===== src/rtl/led_pssr_scan_if.sv =====
// Handshake and strobe bundle between the row-scan sequencer, the frame
// source and the panel/PSSR side.
//   master : the sequencer (drives requests, PSSR controls, panel strobes)
//   slave  : the environment (drives enable and row_ack)
// Signals:
//   enable, row_ack                  -> sequencer
//   row_req, load, sel, bit_valid,
//   latch, oe_n, row_addr, disp_row,
//   frame_done, busy                 <- sequencer
interface led_pssr_scan_if #(
    parameter int ROW_W = 4
);
    logic             enable;
    logic             row_req;
    logic             row_ack;
    logic             load;
    logic [1:0]       sel;
    logic             bit_valid;
    logic             latch;
    logic             oe_n;
    logic [ROW_W-1:0] row_addr;
    logic [ROW_W-1:0] disp_row;
    logic             frame_done;
    logic             busy;

    modport master (
        input  enable, row_ack,
        output row_req, load, sel, bit_valid, latch, oe_n,
               row_addr, disp_row, frame_done, busy
    );

    modport slave (
        output enable, row_ack,
        input  row_req, load, sel, bit_valid, latch, oe_n,
               row_addr, disp_row, frame_done, busy
    );
endinterface


===== src/rtl/led_pssr_scan_ctrl.sv =====
// Row-scan sequencer for the LED panel shift path. Fetches one row from the
// frame source, loads the PSSR, walks its word select while the row shifts
// out, then latches the row into the panel and blanks it briefly.
// Ports:
//   clk  : rising-edge clock shared with the PSSR
//   rst  : synchronous active-high reset
//   bus  : led_pssr_scan_if.master (enable/row_ack in, all strobes out)
//
// state | meaning
// IDLE  | stopped, panel dark, waiting for enable
// REQ   | row_req high until row_ack
// LOAD  | one-cycle PSSR parallel load
// SHIFT | NUM_WORDS*WORD_W shift cycles, sel follows bit_cnt
// TAIL  | one cycle so the last registered bit drains
// LATCH | one-cycle panel latch, disp_row updated
// BLANK | BLANK_CYC cycles of oe_n high, then next row or IDLE
module led_pssr_scan_ctrl #(
    parameter int WORD_W    = 32,
    parameter int NUM_WORDS = 4,
    parameter int NUM_ROWS  = 16,
    parameter int BLANK_CYC = 4
) (
    input logic            clk,
    input logic            rst,
    led_pssr_scan_if.master bus
);
    localparam int ROW_W = $clog2(NUM_ROWS);
    localparam int BITS  = NUM_WORDS * WORD_W;
    localparam int CNT_W = $clog2(BITS);
    localparam int BLK_W = $clog2(BLANK_CYC + 1);

    localparam logic [CNT_W-1:0] LAST_BIT = CNT_W'(BITS - 1);
    localparam logic [BLK_W-1:0] BLK_LOAD = BLK_W'(BLANK_CYC - 1);
    localparam logic [ROW_W-1:0] LAST_ROW = ROW_W'(NUM_ROWS - 1);

    typedef enum logic [2:0] {
        IDLE, REQ, LOAD, SHIFT, TAIL, LATCH, BLANK
    } state_t;

    state_t           state;
    logic [CNT_W-1:0] bit_cnt;
    logic [CNT_W-1:0] bit_cnt_inc;
    logic [BLK_W-1:0] blank_cnt;
    logic [ROW_W-1:0] row_addr;
    logic [ROW_W-1:0] disp_row;
    // A row has been latched since reset/IDLE, so the panel may be lit
    // while the next row shifts in.
    logic             shown;

    assign bit_cnt_inc  = bit_cnt + 1'b1;
    assign bus.row_addr = row_addr;
    assign bus.disp_row = disp_row;

    always_ff @(posedge clk) begin
        if (rst) begin
            state          <= IDLE;
            bit_cnt        <= '0;
            blank_cnt      <= '0;
            row_addr       <= '0;
            disp_row       <= '0;
            shown          <= 1'b0;
            bus.row_req    <= 1'b0;
            bus.load       <= 1'b0;
            bus.sel        <= 2'b00;
            bus.bit_valid  <= 1'b0;
            bus.latch      <= 1'b0;
            bus.oe_n       <= 1'b1;
            bus.frame_done <= 1'b0;
            bus.busy       <= 1'b0;
        end else begin
            bus.load       <= 1'b0;
            bus.latch      <= 1'b0;
            bus.frame_done <= 1'b0;
            bus.row_req    <= 1'b0;
            // PSSR output is registered, so a bit is on data_out one cycle
            // after the shift cycle that selected it.
            bus.bit_valid  <= (state == SHIFT);

            case (state)
                IDLE: begin
                    shown    <= 1'b0;
                    bus.oe_n <= 1'b1;
                    if (bus.enable) begin
                        state       <= REQ;
                        bus.row_req <= 1'b1;
                        bus.busy    <= 1'b1;
                    end
                end
                REQ: begin
                    if (bus.row_ack) begin
                        state    <= LOAD;
                        bus.load <= 1'b1;
                    end else begin
                        bus.row_req <= 1'b1;
                    end
                end
                LOAD: begin
                    state   <= SHIFT;
                    bit_cnt <= '0;
                    bus.sel <= 2'b00;
                end
                SHIFT: begin
                    if (bit_cnt == LAST_BIT) begin
                        state   <= TAIL;
                        bus.sel <= 2'b11;
                    end else begin
                        bit_cnt <= bit_cnt_inc;
                        bus.sel <= bit_cnt_inc[CNT_W-1 -: 2];
                    end
                end
                TAIL: begin
                    state          <= LATCH;
                    bus.latch      <= 1'b1;
                    bus.oe_n       <= 1'b1;
                    disp_row       <= row_addr;
                    bus.frame_done <= (row_addr == LAST_ROW);
                    shown          <= 1'b1;
                end
                LATCH: begin
                    state     <= BLANK;
                    blank_cnt <= BLK_LOAD;
                end
                BLANK: begin
                    if (blank_cnt == '0) begin
                        row_addr <= (row_addr == LAST_ROW) ? '0 : row_addr + 1'b1;
                        if (bus.enable) begin
                            state       <= REQ;
                            bus.row_req <= 1'b1;
                            bus.oe_n    <= ~shown;
                        end else begin
                            state    <= IDLE;
                            bus.busy <= 1'b0;
                            shown    <= 1'b0;
                        end
                    end else begin
                        blank_cnt <= blank_cnt - 1'b1;
                    end
                end
                default: state <= IDLE;
            endcase
        end
    end
endmodule


===== src/flat_wrapper.sv =====
// flat-port wrapper written by rule: the top's interface ports become plain ports
module led_pssr_scan_ctrl_flat 
#(
    parameter int WORD_W    = 32,
    parameter int NUM_WORDS = 4,
    parameter int NUM_ROWS  = 16,
    parameter int BLANK_CYC = 4
)
  (clk, rst, bus_enable, bus_row_ack, bus_row_req, bus_load, bus_sel, bus_bit_valid, bus_latch, bus_oe_n, bus_row_addr, bus_disp_row, bus_frame_done, bus_busy);
  led_pssr_scan_if #(.ROW_W((4))) bus_i ();
  input logic clk;
  input logic rst;
  input wire logic [$bits(bus_i.enable)-1:0] bus_enable;
  input wire logic [$bits(bus_i.row_ack)-1:0] bus_row_ack;
  output wire logic [$bits(bus_i.row_req)-1:0] bus_row_req;
  output wire logic [$bits(bus_i.load)-1:0] bus_load;
  output wire logic [$bits(bus_i.sel)-1:0] bus_sel;
  output wire logic [$bits(bus_i.bit_valid)-1:0] bus_bit_valid;
  output wire logic [$bits(bus_i.latch)-1:0] bus_latch;
  output wire logic [$bits(bus_i.oe_n)-1:0] bus_oe_n;
  output wire logic [$bits(bus_i.row_addr)-1:0] bus_row_addr;
  output wire logic [$bits(bus_i.disp_row)-1:0] bus_disp_row;
  output wire logic [$bits(bus_i.frame_done)-1:0] bus_frame_done;
  output wire logic [$bits(bus_i.busy)-1:0] bus_busy;
  assign bus_i.enable = bus_enable;
  assign bus_i.row_ack = bus_row_ack;
  assign bus_row_req = bus_i.row_req;
  assign bus_load = bus_i.load;
  assign bus_sel = bus_i.sel;
  assign bus_bit_valid = bus_i.bit_valid;
  assign bus_latch = bus_i.latch;
  assign bus_oe_n = bus_i.oe_n;
  assign bus_row_addr = bus_i.row_addr;
  assign bus_disp_row = bus_i.disp_row;
  assign bus_frame_done = bus_i.frame_done;
  assign bus_busy = bus_i.busy;
  led_pssr_scan_ctrl #(.WORD_W(WORD_W), .NUM_WORDS(NUM_WORDS), .NUM_ROWS(NUM_ROWS), .BLANK_CYC(BLANK_CYC)) u_core (.clk(clk), .rst(rst), .bus(bus_i));
endmodule

===== config.mk =====
export PLATFORM = sky130hd
export DESIGN_NAME = led_pssr_scan_ctrl_flat
export DESIGN_NICKNAME = d
export VERILOG_FILES = /design/src/rtl/led_pssr_scan_if.sv /design/src/rtl/led_pssr_scan_ctrl.sv /design/src/flat_wrapper.sv
export SDC_FILE = /design/constraint.sdc
export NUM_CORES = 1
export LEC_CHECK = 0
export ABC_AREA = 1
export BUFFER_PORTS_ARGS = -buffer_cell sky130_fd_sc_hd__buf_2
export CAP_MARGIN = 10
export CORE_MARGIN = 5
export CORE_UTILIZATION = 50
export DETAILED_ROUTE_END_ITERATION = 10
export GPL_TIMING_DRIVEN = 0
export PLACE_DENSITY = 0.77
export RECOVER_POWER = 25
export REMOVE_ABC_BUFFERS = 1
export SLEW_MARGIN = 20
export SYNTH_ARGS = -nofsm -noshare
export SYNTH_HDL_FRONTEND = slang
export SYNTH_SLANG_ARGS = --single-unit

===== constraint.sdc =====
create_clock -name clk -period 1.3 [get_ports clk]
set_input_delay 0.065 -clock clk [delete_from_list [all_inputs] [get_ports clk]]
set_output_delay 0.065 -clock clk [all_outputs]
set_load 0.01 [all_outputs]

==> results of run 1 <==
## timing repair
action | 4_1_cts | 5_1_grt
pin swaps | 2 | 10
buffers inserted | 5 | 4
gates resized for setup | 11 | 21
endpoints found under the setup margin | 17 | 17
hold buffers | 1 | 0
endpoints found under the hold margin | 1 | 0
## worst paths after layout
check / start / end / slack [ns] / cells after the start
worst min-delay path: bus_enable / u_core.bus.busy$_SDFFE_PP0P_ / 0.03 / 3
worst min register to register: u_core.bus.disp_row[2]$_SDFFE_PP0N_ / u_core.bus.disp_row[2]$_SDFFE_PP0N_ / 0.45 / 2
worst max-delay path: u_core.bit_cnt[1]$_SDFFE_PP0P_ / u_core.bit_cnt[4]$_SDFFE_PP0P_ / 0.03 / 9
worst max register to register: u_core.bit_cnt[1]$_SDFFE_PP0P_ / u_core.bit_cnt[4]$_SDFFE_PP0P_ / 0.03 / 9
## registers in the layout (all words and copies together), names as in the netlist
name and cells:
u_core.bit_cnt 7, u_core.bus.oe_n 1, u_core.bus.busy 1, u_core.bus.frame_done 1, u_core.bus.sel 2, u_core.bus.load 1
u_core.bus.latch 1, u_core.bus.disp_row 4, u_core.blank_cnt 3, u_core.shown 1, u_core.state 3, u_core.bus.row_addr 4
u_core.bus.row_req 1, u_core.bus.bit_valid 1
## layer usage
| layer | GRT usage | up-vias | wire length (um) |
|---|---|---|---|
| li1 | - | 700 | - |
| met1 | 0.181 | 599 | 1400 |
| met2 | 0.263 | 18 | 1400 |
| met3 | 0.0657 | 6 | 139 |
| met4 | 0.0623 | 0 | 49 |
| met5 | 0 | - | 0 |
## synthesized netlist by cell type
library cell,n,area [sq um]
nand2_1,39,146
dfxtp_1,31,621
inv_1,21,78.8
nor2_1,20,75.1
nand3_1,18,90.1
a21oi_1,14,70.1
o21ai_0,12,60.1
nand2_2,7,43.8
ha_1,4,50.1
nand4_1,4,25.0
inv_2,3,11.3
nor2_2,3,18.8
xor2_1,3,26.3
clkbuf_1,2,7.51
nor2_4,2,22.5
o211ai_1,2,15.0
o21ai_1,2,10.0
or2_2,2,12.5
a211oi_2,1,12.5
a31oi_1,1,6.26
buf_2,1,5.00
buf_6,1,11.3
inv_4,1,6.26
nor3_1,1,5.00
nor4_1,1,6.26
## cell families after synthesis
| kind of cell | Yosys count |
|---|---|
| AND/OR/NAND/NOR | 97 |
| AO/OA/AOI/OAI | 32 |
| flip-flops | 31 |
| buffers and inverters | 29 |
| adder cells (fa/ha/maj) | 4 |
| XOR/XNOR | 3 |
## area by class of cell
class / instances / area, sq um
clock buffers: 6 / 51.3
clock inverters: 1 / 5.00
fillers: 256 / 998
inverters: 25 / 98.8
multi-input cells: 136 / 764
flip-flops and latches: 31 / 634
well taps: 31 / 38.8
repair buffers: 30 / 166
## critical path, stage by stage (launching register included)
cell and delay (ns):
dfxtp_2 0.36, ha_4 0.15, nand2_4 0.06, nor2_4 0.12, nand2_2 0.09, nand2_4 0.08, nand2_2 0.09, inv_4 0.09
nand2_1 0.05, a21oi_1 0.12
## per-stage QoR
| stage | hold WS [ns] | total power, uW |
|---|---|---|
| after floorplan | 0.134 | 2070 |
| after global placement | 0.330 | 2300 |
| after detailed placement | 0.337 | 2320 |
| after CTS | 0.00521 | 2980 |
| after global routing | 0.0299 | 3410 |
| final | 0.0269 | 3120 |
## placed cells by master, fill, tap and decap left out
master	n
nand2_1	34
dfxtp_1	24
inv_1	21
nand3_1	18
nor2_1	18
a21oi_1	14
buf_2	11
clkbuf_1	9
buf_4	9
nand2_2	8
o21ai_1	7
o21ai_0	7
clkbuf_4	5
dfxtp_2	5
nor2_4	4
nand4_1	4
nand2_4	4
nor2_2	3
xor2_1	3
inv_2	2
inv_4	2
o211ai_1	2
or2_2	2
ha_1	2
dfxtp_4	2
a211oi_2	1
nor3_1	1
a31oi_2	1
nor4_1	1
ha_2	1
ha_4	1
clkbuf_8	1
clkinv_2	1
dlygate4sd3_1	1
## power by group
part | internal (uW) | switching (uW)
combinational | 463 | 762
clock | 250 | 312
sequential | 1150 | 185
==> summary.txt, run 1 <==
Outcome
  • Outcome: completed

STA
  • Clock Skew: 0.0116 ns
  • Tmin final: 1.27 ns
  • Setup ws final: 0.0296 ns
  • Tcrit/Tclk final: 0.977
  • Max-slew violation count: 0
  • Fmax: 787 MHz
  • Final setup TNS: 0 ns
  • Setup-failing EPs final: 0
  • Slew margin rel.: 0.585
  • Final hold violations: 0
  • Slew @ Worst Pin: 0.621 ns
  • Setup repair after global routing missed its margin: yes

Critical path
  • CP max FO: 6
  • Worst Path Arrival: 1.54 ns
  • WS Path Type: flip-flop to flip-flop
  • CP Data Required Time: 1.57 ns
  • Startpoint class of the critical path: flip-flop
  • CP Capture Type: flip-flop

Finish
  • Non-Filler Instances: 260
  • Share of cells above drive strength 1: 0.275
  • Area Overhead vs Synth: 22.5%
  • Ant diodes: 0
  • Finished Core Util: 0.638
  • Final Instance Area: 1760 sq um
  • NumNets Final: 237

Synthesis
  • XOR/XNOR Fraction of Synth Area: 0.0183
  • Synth Area in Compound Gates: 0.121
  • Synthesized flop and latch total: 31
  • Post-Synth Simple-Gate Area: 0.310
  • Post-synthesis cell count: 196
  • Mux cell area share after synthesis: 0
  • Syn avg cell area: 7.33 sq um
  • Largest family of logic cells by synthesized area: simple AND/OR/NAND/NOR gates
  • Synth warnings: 0
  • Sequential share of the synthesized area: 0.432
  • Adder-Cell Fraction of Synth Area: 0.0348
  • Netlist cell types: 25
  • Mapped cell area: 1440 sq um

Clocking
  • Root Driver: clkbuf_4
  • CTS Buf Count: 5
  • Clk_lat worst skew: 0.33 ns
  • Clock sinks: 31
  • CTS tree: yes
  • Clock-pin transition on the worst setup and hold timing paths: 0.09 ns
  • CTS H-tree depth: 2
  • CTS max path bufs: 2

Drt
  • Drt pass-1 iters: 4
  • Vias per inst: 5.09
  • DRC violations left: 0
  • WL per Instance: 11.5 um
  • DRT iter0 DRCs: 50
  • Vias: 1323
  • Post-Route WL: 3.00 mm
  • DRT antenna net count: 0

Floorplanning
  • Rows: 19
  • CORE AREA: 2760 sq um
  • Die Ht: 63.6 um
  • Horiz. Die Dim: 63.6 um
  • Die area: 4040 sq um
  • Starting density of the core: 0.521
  • I/O pin count: 21

Place
  • Post-placement cell area: 1550 sq um
  • Port-buffer cells: 20
  • DP Wirelength: 2.02 mm
  • RD Place Congestion: 0.774
  • DP Cell Count: 243
  • Pre-CTS setup slack: -0.107 ns

Global route
  • Largest net degree at the start of global routing: 21
  • Global route total overflow: 0
  • Number of global-route vias before repair: 1256
  • Initial antenna violation count: 0
  • GRT Overall Usage: 0.159
  • First-pass GRT wire length: 5.15 mm

Hold path
  • Hold Path Class: input pin to flip-flop

Power
  • PD cells: 1780 nW/um^2
  • Pleak: 0.000801 uW
  • Max VDD drop: 1140 uV

Job
  • Max_cap viols: 0
(Power assumes the default switching activity.)
==> run 2, diff against run 1 <==
Settings changed: CORE_UTILIZATION 50 to 42, CTS_CLUSTER_DIAMETER from default to 150, GPL_TIMING_DRIVEN 0 to default, PLACE_DENSITY 0.77 to 0.67.
==> run 2 against run 1 <==
The run now ends with setup timing left. Sequential power about the same. Flip-flop and latch count unchanged. Non-clock buffer count increased by 11. Critical endpoint unchanged. Highest routed layer unchanged.
==> summary.txt, run 2 (synthesis results as in run 1) <==
Clocking
  • Clock-pin transition on the worst setup and hold timing paths: 0.09 ns (about the same)
  • Clk_lat worst skew: 0.34 ns (was 0.33 ns)
  • CTS tree: yes (unchanged)
  • CTS H-tree depth: 2 (unchanged)
  • Clock sinks: 31 (unchanged)
  • CTS Buf Count: 5 (unchanged)
  • Root Driver: clkbuf_4 (unchanged)
  • CTS max path bufs: 2 (unchanged)

STA
  • Setup-failing EPs final: 3 (was 0)
  • Fmax: 761 MHz (was 787 MHz)
  • Setup repair after global routing missed its margin: yes (unchanged)
  • Tcrit/Tclk final: 1.01 (was 0.977)
  • Setup ws final: -0.0143 ns (was 0.0296 ns)
  • Tmin final: 1.31 ns (was 1.27 ns)
  • Final hold violations: 0 (unchanged)
  • Slew margin rel.: 0.820 (was 0.585)
  • Slew @ Worst Pin: 0.269 ns (was 0.621 ns)
  • Max-slew violation count: 0 (unchanged)
  • Clock Skew: 0.0117 ns (was 0.0116 ns)

Drt
  • Drt pass-1 iters: 4 (unchanged)
  • DRC violations left: 0 (unchanged)
  • DRT iter0 DRCs: 57 (was 50)
  • WL per Instance: 11.2 um (was 11.5 um)
  • Vias: 1376 (was 1323)
  • Vias per inst: 4.79 (was 5.09)
  • DRT antenna net count: 0 (unchanged)
  • Post-Route WL: 3.22 mm (was 3.00 mm)

Global route
  • First-pass GRT wire length: 4.97 mm (was 5.15 mm)
  • Global route total overflow: 0 (unchanged)
  • Number of global-route vias before repair: 1182 (was 1256)
  • M2 GR Usage: 0.223 (was 0.263)
  • GR peak layer: met2 (unchanged)
  • Largest net degree at the start of global routing: 14 (was 21)
  • Met3 Track Usage GR: 0.0394 (was 0.0657)
  • Global-route met1 utilization: 0.175 (was 0.181)
  • GRT Overall Usage: 0.146 (was 0.159)
  • Initial antenna violation count: 0 (unchanged)

Outcome
  • Failing checks: setup timing
  • Outcome: finished with violations (was completed)

Hold path
  • Worst Hold Path Cells: 3 (unchanged)
  • Hold Path Class: input pin to flip-flop (unchanged)
  • Hold path start: rst (was bus_enable)
  • Hold Crit Endpoint: u_core.bit_cnt[4]$_SDFFE_PP0P_ (was u_core.bus.busy$_SDFFE_PP0P_)

Critical path
  • Max stage delay cell, worst path: dfxtp_2 (unchanged)
  • Reg2reg end: u_core.bit_cnt[4]$_SDFFE_PP0P_ (unchanged)
  • CP Capture Type: flip-flop (unchanged)
  • Worst Path Arrival: 1.59 ns (was 1.54 ns)
  • Most frequent CP cell: nand2_4
  • Reg-to-reg setup timing slack: -0.01 ns (was 0.03 ns)
  • Worst path cell trace: ha_4 > nand2_4 > nor2_4 > nand2_2 > nand2_4 > nand2_4 > inv_4 > nand2_1 > a21oi_2 (was ha_4 > nand2_4 > nor2_4 > nand2_2 > nand2_4 > nand2_2 > inv_4 > nand2_1 > a21oi_1)
  • Reg2Reg Launch Point: u_core.bit_cnt[1]$_SDFFE_PP0P_ (unchanged)
  • Worst reg2reg path depth: 9 (unchanged)
  • WS Path Type: flip-flop to flip-flop (unchanged)
  • CP max FO: 6 (unchanged)
  • Startpoint class of the critical path: flip-flop (unchanged)
  • CP Data Required Time: 1.57 ns (about the same)
  • Slowest Stage Delay on Critical Path: 0.37 ns (was 0.36 ns)

Finish
  • Max FFs per register: 7 (unchanged)
  • Share of cells above drive strength 1: 0.320 (was 0.275)
  • Final Instance Area: 1920 sq um (was 1760 sq um)
  • Area Overhead vs Synth: 33.4% (was 22.5%)
  • NumNets Final: 248 (was 237)
  • Most common cell after layout, fill and taps aside: nand2_1 (unchanged)
  • Commonest cells after routing, fill and taps aside: nand2_1, dfxtp_1, inv_1 (unchanged)
  • Non-Filler Instances: 287 (was 260)
  • Finished Core Util: 0.574 (was 0.638)
  • Largest reg by FF count: u_core.bit_cnt (unchanged)
  • Ant diodes: 0 (unchanged)
  • Largest registers: u_core.bit_cnt: 7 flops, u_core.bus.disp_row: 4 flops, u_core.bus.row_addr: 4 flops (unchanged)

Place
  • DP Cell Count: 268 (was 243)
  • RD Place Congestion: 0.895 (was 0.774)
  • Pre-CTS setup slack: -0.0609 ns (was -0.107 ns)
  • Port-buffer cells: 20 (unchanged)
  • DP Wirelength: 2.18 mm (was 2.02 mm)
  • Post-placement cell area: 1650 sq um (was 1550 sq um)

Power
  • PD cells: 1840 nW/um^2 (was 1780 nW/um^2)
  • Max VDD drop: 933 uV (was 1140 uV)
  • Pleak: 0.000870 uW (was 0.000801 uW)

Floorplanning
  • Rows: 21 (was 19)
  • Die Ht: 68.5 um (was 63.6 um)
  • CORE AREA: 3340 sq um (was 2760 sq um)
  • Starting density of the core: 0.430 (was 0.521)
  • I/O pin count: 21 (unchanged)
  • Horiz. Die Dim: 68.5 um (was 63.6 um)
  • Die area: 4690 sq um (was 4040 sq um)

Job
  • Max_cap viols: 0 (unchanged)
[run 2: cell types whose count changed in the layout (fill, tap and decap cells not counted), sizes merged]
| cell | change |
|---|---|
| clkbuf | -1 |
| bufinv | +1 |
| dlygate4sd3 | +1 |
| buf | +11 |
[run 2: stage by stage]
| step | setup TNS, ns | hold WS, ns | total power, uW |
|---|---|---|---|
| 2_1_floorplan | 0 | 0.134 | 2070 |
| 4_1_cts | -0.00656 | 0.0825 | 3290 |
| 6_report | -0.0282 | 0.0859 | 3530 |
| 5_1_grt | -0.746 | 0.0885 | 3790 |
| 3_5_place_dp | -0.252 | 0.328 | 2430 |
| 3_3_place_gp | -0.0857 | 0.332 | 2420 |
[run 2: critical path, delay by kind of cell (launching register included)]
kind	cells	cell delay, ns
and+or+nand+nor	6	0.55
DFF	1	0.37
adders and majority gates	1	0.15
AOI/OAI and AO/OA	1	0.11
buffers and inverters	1	0.08
[run 2: metal layers]
metal  part of all wire  up-vias
met3              0.046        7
met4              0.027        0
met2               0.45       28
met1               0.48      612
met5                  0        -
li1                   -      729
[run 2: area by class of cell]
class | instances | area [sq um]
clock buffers | 6 | 51.3
flip-flops and latches | 31 | 628
fillers | 309 | 1420
multi-input cells | 136 | 792
repair buffers | 41 | 253
well taps | 46 | 57.6
inverters | 25 | 98.8
clock inverters | 2 | 35.0
[run 2: worst max path at each step]
stage	slack, ns	end	start
finish	-0.01	u_core.bit_cnt[4]$_SDFFE_PP0P_	u_core.bit_cnt[1]$_SDFFE_PP0P_
global route	-0.11	u_core.bit_cnt[4]$_SDFFE_PP0P_	u_core.bit_cnt[1]$_SDFFE_PP0P_
detailed placement	-0.06	u_core.bit_cnt[4]$_SDFFE_PP0P_	u_core.bit_cnt[0]$_SDFFE_PP0P_
global placement	-0.02	u_core.bit_cnt[1]$_SDFFE_PP0P_	u_core.bit_cnt[0]$_SDFFE_PP0P_
CTS	-0.007	u_core.blank_cnt[2]$_SDFFE_PP0P_	u_core.blank_cnt[0]$_SDFFE_PP0P_
floorplan	0.07	u_core.bit_cnt[1]$_SDFFE_PP0P_	u_core.bit_cnt[0]$_SDFFE_PP0P_
[run 2: timing repair]
item / 4_1_cts / 5_1_grt
hold buffers: 2 / 0
setup buffers: 1 / 8
endpoints found under the hold margin: 2 / 0
pin swaps: 1 / 15
endpoints found under the setup margin: 11 / 19
resized for setup: 5 / 30
[run 2: power by group]
| part | total, uW | switching, uW | internal (uW) |
|---|---|---|---|
| clock network | 800 | 345 | 454 |
| registers | 1320 | 181 | 1140 |
| logic | 1410 | 833 | 577 |
| total | 3530 | 1360 | 2170 |
==> run 3, diff against run 2 <==
Settings changed: SKIP_CTS_REPAIR_TIMING from default to 1.
==> run 3 against run 2 <==
The flow still finishes with violations (setup timing). Register-to-register slack about the same. Largest power group unchanged. Design area decreased by 0.26%. Critical path depth down 1. Flip-flop and latch count unchanged. Routed wire length up 1.6%. Critical endpoint is now u_core.bit_cnt[1]$_SDFFE_PP0P_. Clock skew about the same.
==> summary.txt, run 3 (synthesis results as in run 1) <==
Outcome
  • Outcome: finished with violations (unchanged)
  • Failing checks: setup timing (unchanged)

Finish
  • Multi-input gate area: 797 sq um (was 792 sq um)
  • Largest registers: u_core.bit_cnt: 7 flops, u_core.bus.disp_row: 4 flops, u_core.bus.row_addr: 4 flops (unchanged)
  • NumNets Final: 246 (was 248)
  • Share of cells above drive strength 1: 0.326 (was 0.320)
  • Ant diodes: 0 (unchanged)
  • Non-Filler Instances: 285 (was 287)
  • Area Overhead vs Synth: 33.0% (was 33.4%)
  • Most common cell after layout, fill and taps aside: nand2_1 (unchanged)
  • Fill cells: 316 (was 309)
  • Max FFs per register: 7 (unchanged)
  • Register Area: 634 sq um (was 628 sq um)
  • Largest reg by FF count: u_core.bit_cnt (unchanged)
  • Commonest cells after routing, fill and taps aside: nand2_1, dfxtp_1, inv_1 (unchanged)
  • Final Instance Area: 1910 sq um (was 1920 sq um)

Global route
  • Number of global-route vias before repair: 1148 (was 1182)
  • GRT Overall Usage: 0.142 (was 0.146)
  • Largest net degree at the start of global routing: 14 (unchanged)
  • Global route total overflow: 0 (unchanged)
  • First-pass GRT wire length: 4.82 mm (was 4.97 mm)
  • Initial antenna violation count: 0 (unchanged)

Drt
  • M1 WL: 1.53 mm (unchanged)
  • DRT iter0 DRCs: 62 (was 57)
  • Drt pass-1 iters: 4 (unchanged)
  • WL per Instance: 11.5 um (was 11.2 um)
  • DR WL met3: 132 um (was 148 um)
  • DRT antenna net count: 0 (unchanged)
  • Vias per inst: 4.88 (was 4.79)
  • Vias: 1391 (was 1376)
  • Post-Route WL: 3.27 mm (was 3.22 mm)
  • Met2 WL: 1.50 mm (was 1.45 mm)
  • DRC violations left: 0 (unchanged)
  • Top sig layer: met4 (unchanged)

Clocking
  • Root Driver: clkbuf_4 (unchanged)
  • CTS tree: yes (unchanged)
  • Clock sinks: 31 (unchanged)
  • CTS H-tree depth: 2 (unchanged)
  • Clock-pin transition on the worst setup and hold timing paths: 0.10 ns (was 0.09 ns)
  • CTS max path bufs: 2 (unchanged)
  • CTS Buf Count: 5 (unchanged)
  • Clk_lat worst skew: 0.34 ns (about the same)

Floorplanning
  • Die Ht: 68.5 um (unchanged)
  • I/O pin count: 21 (unchanged)
  • Die area: 4690 sq um (unchanged)
  • Horiz. Die Dim: 68.5 um (unchanged)
  • Rows: 21 (unchanged)
  • Starting density of the core: 0.430 (unchanged)
  • CORE AREA: 3340 sq um (unchanged)

STA
  • Slew @ Worst Pin: 0.226 ns (was 0.269 ns)
  • Min Hold Slack: 0.0128 ns (was 0.0859 ns)
  • Tcrit/Tclk final: 1.01 (about the same)
  • Tmin final: 1.32 ns (was 1.31 ns)
  • Setup-failing EPs final: 3 (unchanged)
  • Max-slew violation count: 0 (unchanged)
  • Setup repair after global routing missed its margin: yes (unchanged)
  • Slew margin rel.: 0.849 (was 0.820)
  • Setup ws final: -0.0171 ns (was -0.0143 ns)
  • Fmax: 759 MHz (was 761 MHz)
  • Final hold violations: 0 (unchanged)
  • Clock Skew: 0.0112 ns (was 0.0117 ns)

Critical path
  • Reg2Reg Launch Point: u_core.bit_cnt[1]$_SDFFE_PP0P_ (unchanged)
  • Worst Path Arrival: 1.54 ns (was 1.59 ns)
  • CP Capture Type: flip-flop (unchanged)
  • CP max FO: 4 (was 6)
  • CP Data Required Time: 1.53 ns (was 1.57 ns)
  • Startpoint class of the critical path: flip-flop (unchanged)
  • WS Path Type: flip-flop to flip-flop (unchanged)
  • Crit path launch: u_core.bit_cnt[1]$_SDFFE_PP0P_ (unchanged)

Hold path
  • Hold Path Class: input pin to flip-flop (unchanged)
  • Hold path start: bus_enable (was rst)

Place
  • Post-placement cell area: 1650 sq um (unchanged)
  • DP Wirelength: 2.18 mm (unchanged)
  • DP Cell Count: 268 (unchanged)
  • Pre-CTS setup slack: -0.0609 ns (unchanged)
  • Port-buffer cells: 20 (unchanged)
  • RD Place Congestion: 0.895 (unchanged)

Job
  • Max_cap viols: 0 (unchanged)

Power
  • Pleak: 0.000857 uW (was 0.000870 uW)
  • Max VDD drop: 950 uV (was 933 uV)
  • PD cells: 1850 nW/um^2 (was 1840 nW/um^2)
## run 3: cell count changes in the layout (fill, tap and decap cells not counted), moves of 2 or more
cell,change
dfxtp_4,+2
nand2_2,+2
a21oi_2,+2
a21oi_1,-2
## run 3: final cells by class
type,instances,area share
Clock inverter,2,0.0183
Clock buffer,6,0.0269
Tap cell,46,0.0301
Timing Repair Buffer,39,0.122
Sequential cell,31,0.332
Inverter,25,0.0530
Multi-Input combinational cell,136,0.417
## run 3: per-layer routing
| metal | up-vias | GRT usage |
|---|---|---|
| li1 | 722 | - |
| met1 | 636 | 0.169 |
| met2 | 24 | 0.215 |
| met3 | 9 | 0.0411 |
| met4 | 0 | 0.104 |
| met5 | - | 0 |
## run 3: critical path, stage by stage, from the launching register on
cell and delay, ns:
dfxtp_2 0.38, ha_4 0.16, nand2_4 0.06, nor2_4 0.14
nand2_2 0.09, nand2_4 0.09, nand2_4 0.08, o21ai_1 0.15
nor2_1 0.07
## run 3: power breakdown
group          internal [uW]  total [uW]  switching, uW
registers               1150        1340            187
clock network            454         800            345
logic                    558        1400            846
total                   2160        3540           1380
## run 3: per-stage QoR
step            util  total power [uW]  setup TNS, ns
2_1_floorplan      -              2070              0
3_3_place_gp   0.493              2420        -0.0857
3_5_place_dp   0.493              2430         -0.252
4_1_cts        0.519              3230         -0.454
5_1_grt        0.573              3810         -0.814
6_report       0.573              3540        -0.0294
## run 3: path summary, 6_finish.rpt
check / endpoint / slack (ns) / cells past startpoint
worst max-delay path: u_core.bit_cnt[1]$_SDFFE_PP0P_ / -0.02 / 8
worst min-delay path: u_core.bus.busy$_SDFFE_PP0P_ / 0.01 / 3
worst max register to register: u_core.bit_cnt[1]$_SDFFE_PP0P_ / -0.02 / 8
worst min register to register: u_core.blank_cnt[0]$_SDFFE_PP0P_ / 0.43 / 1
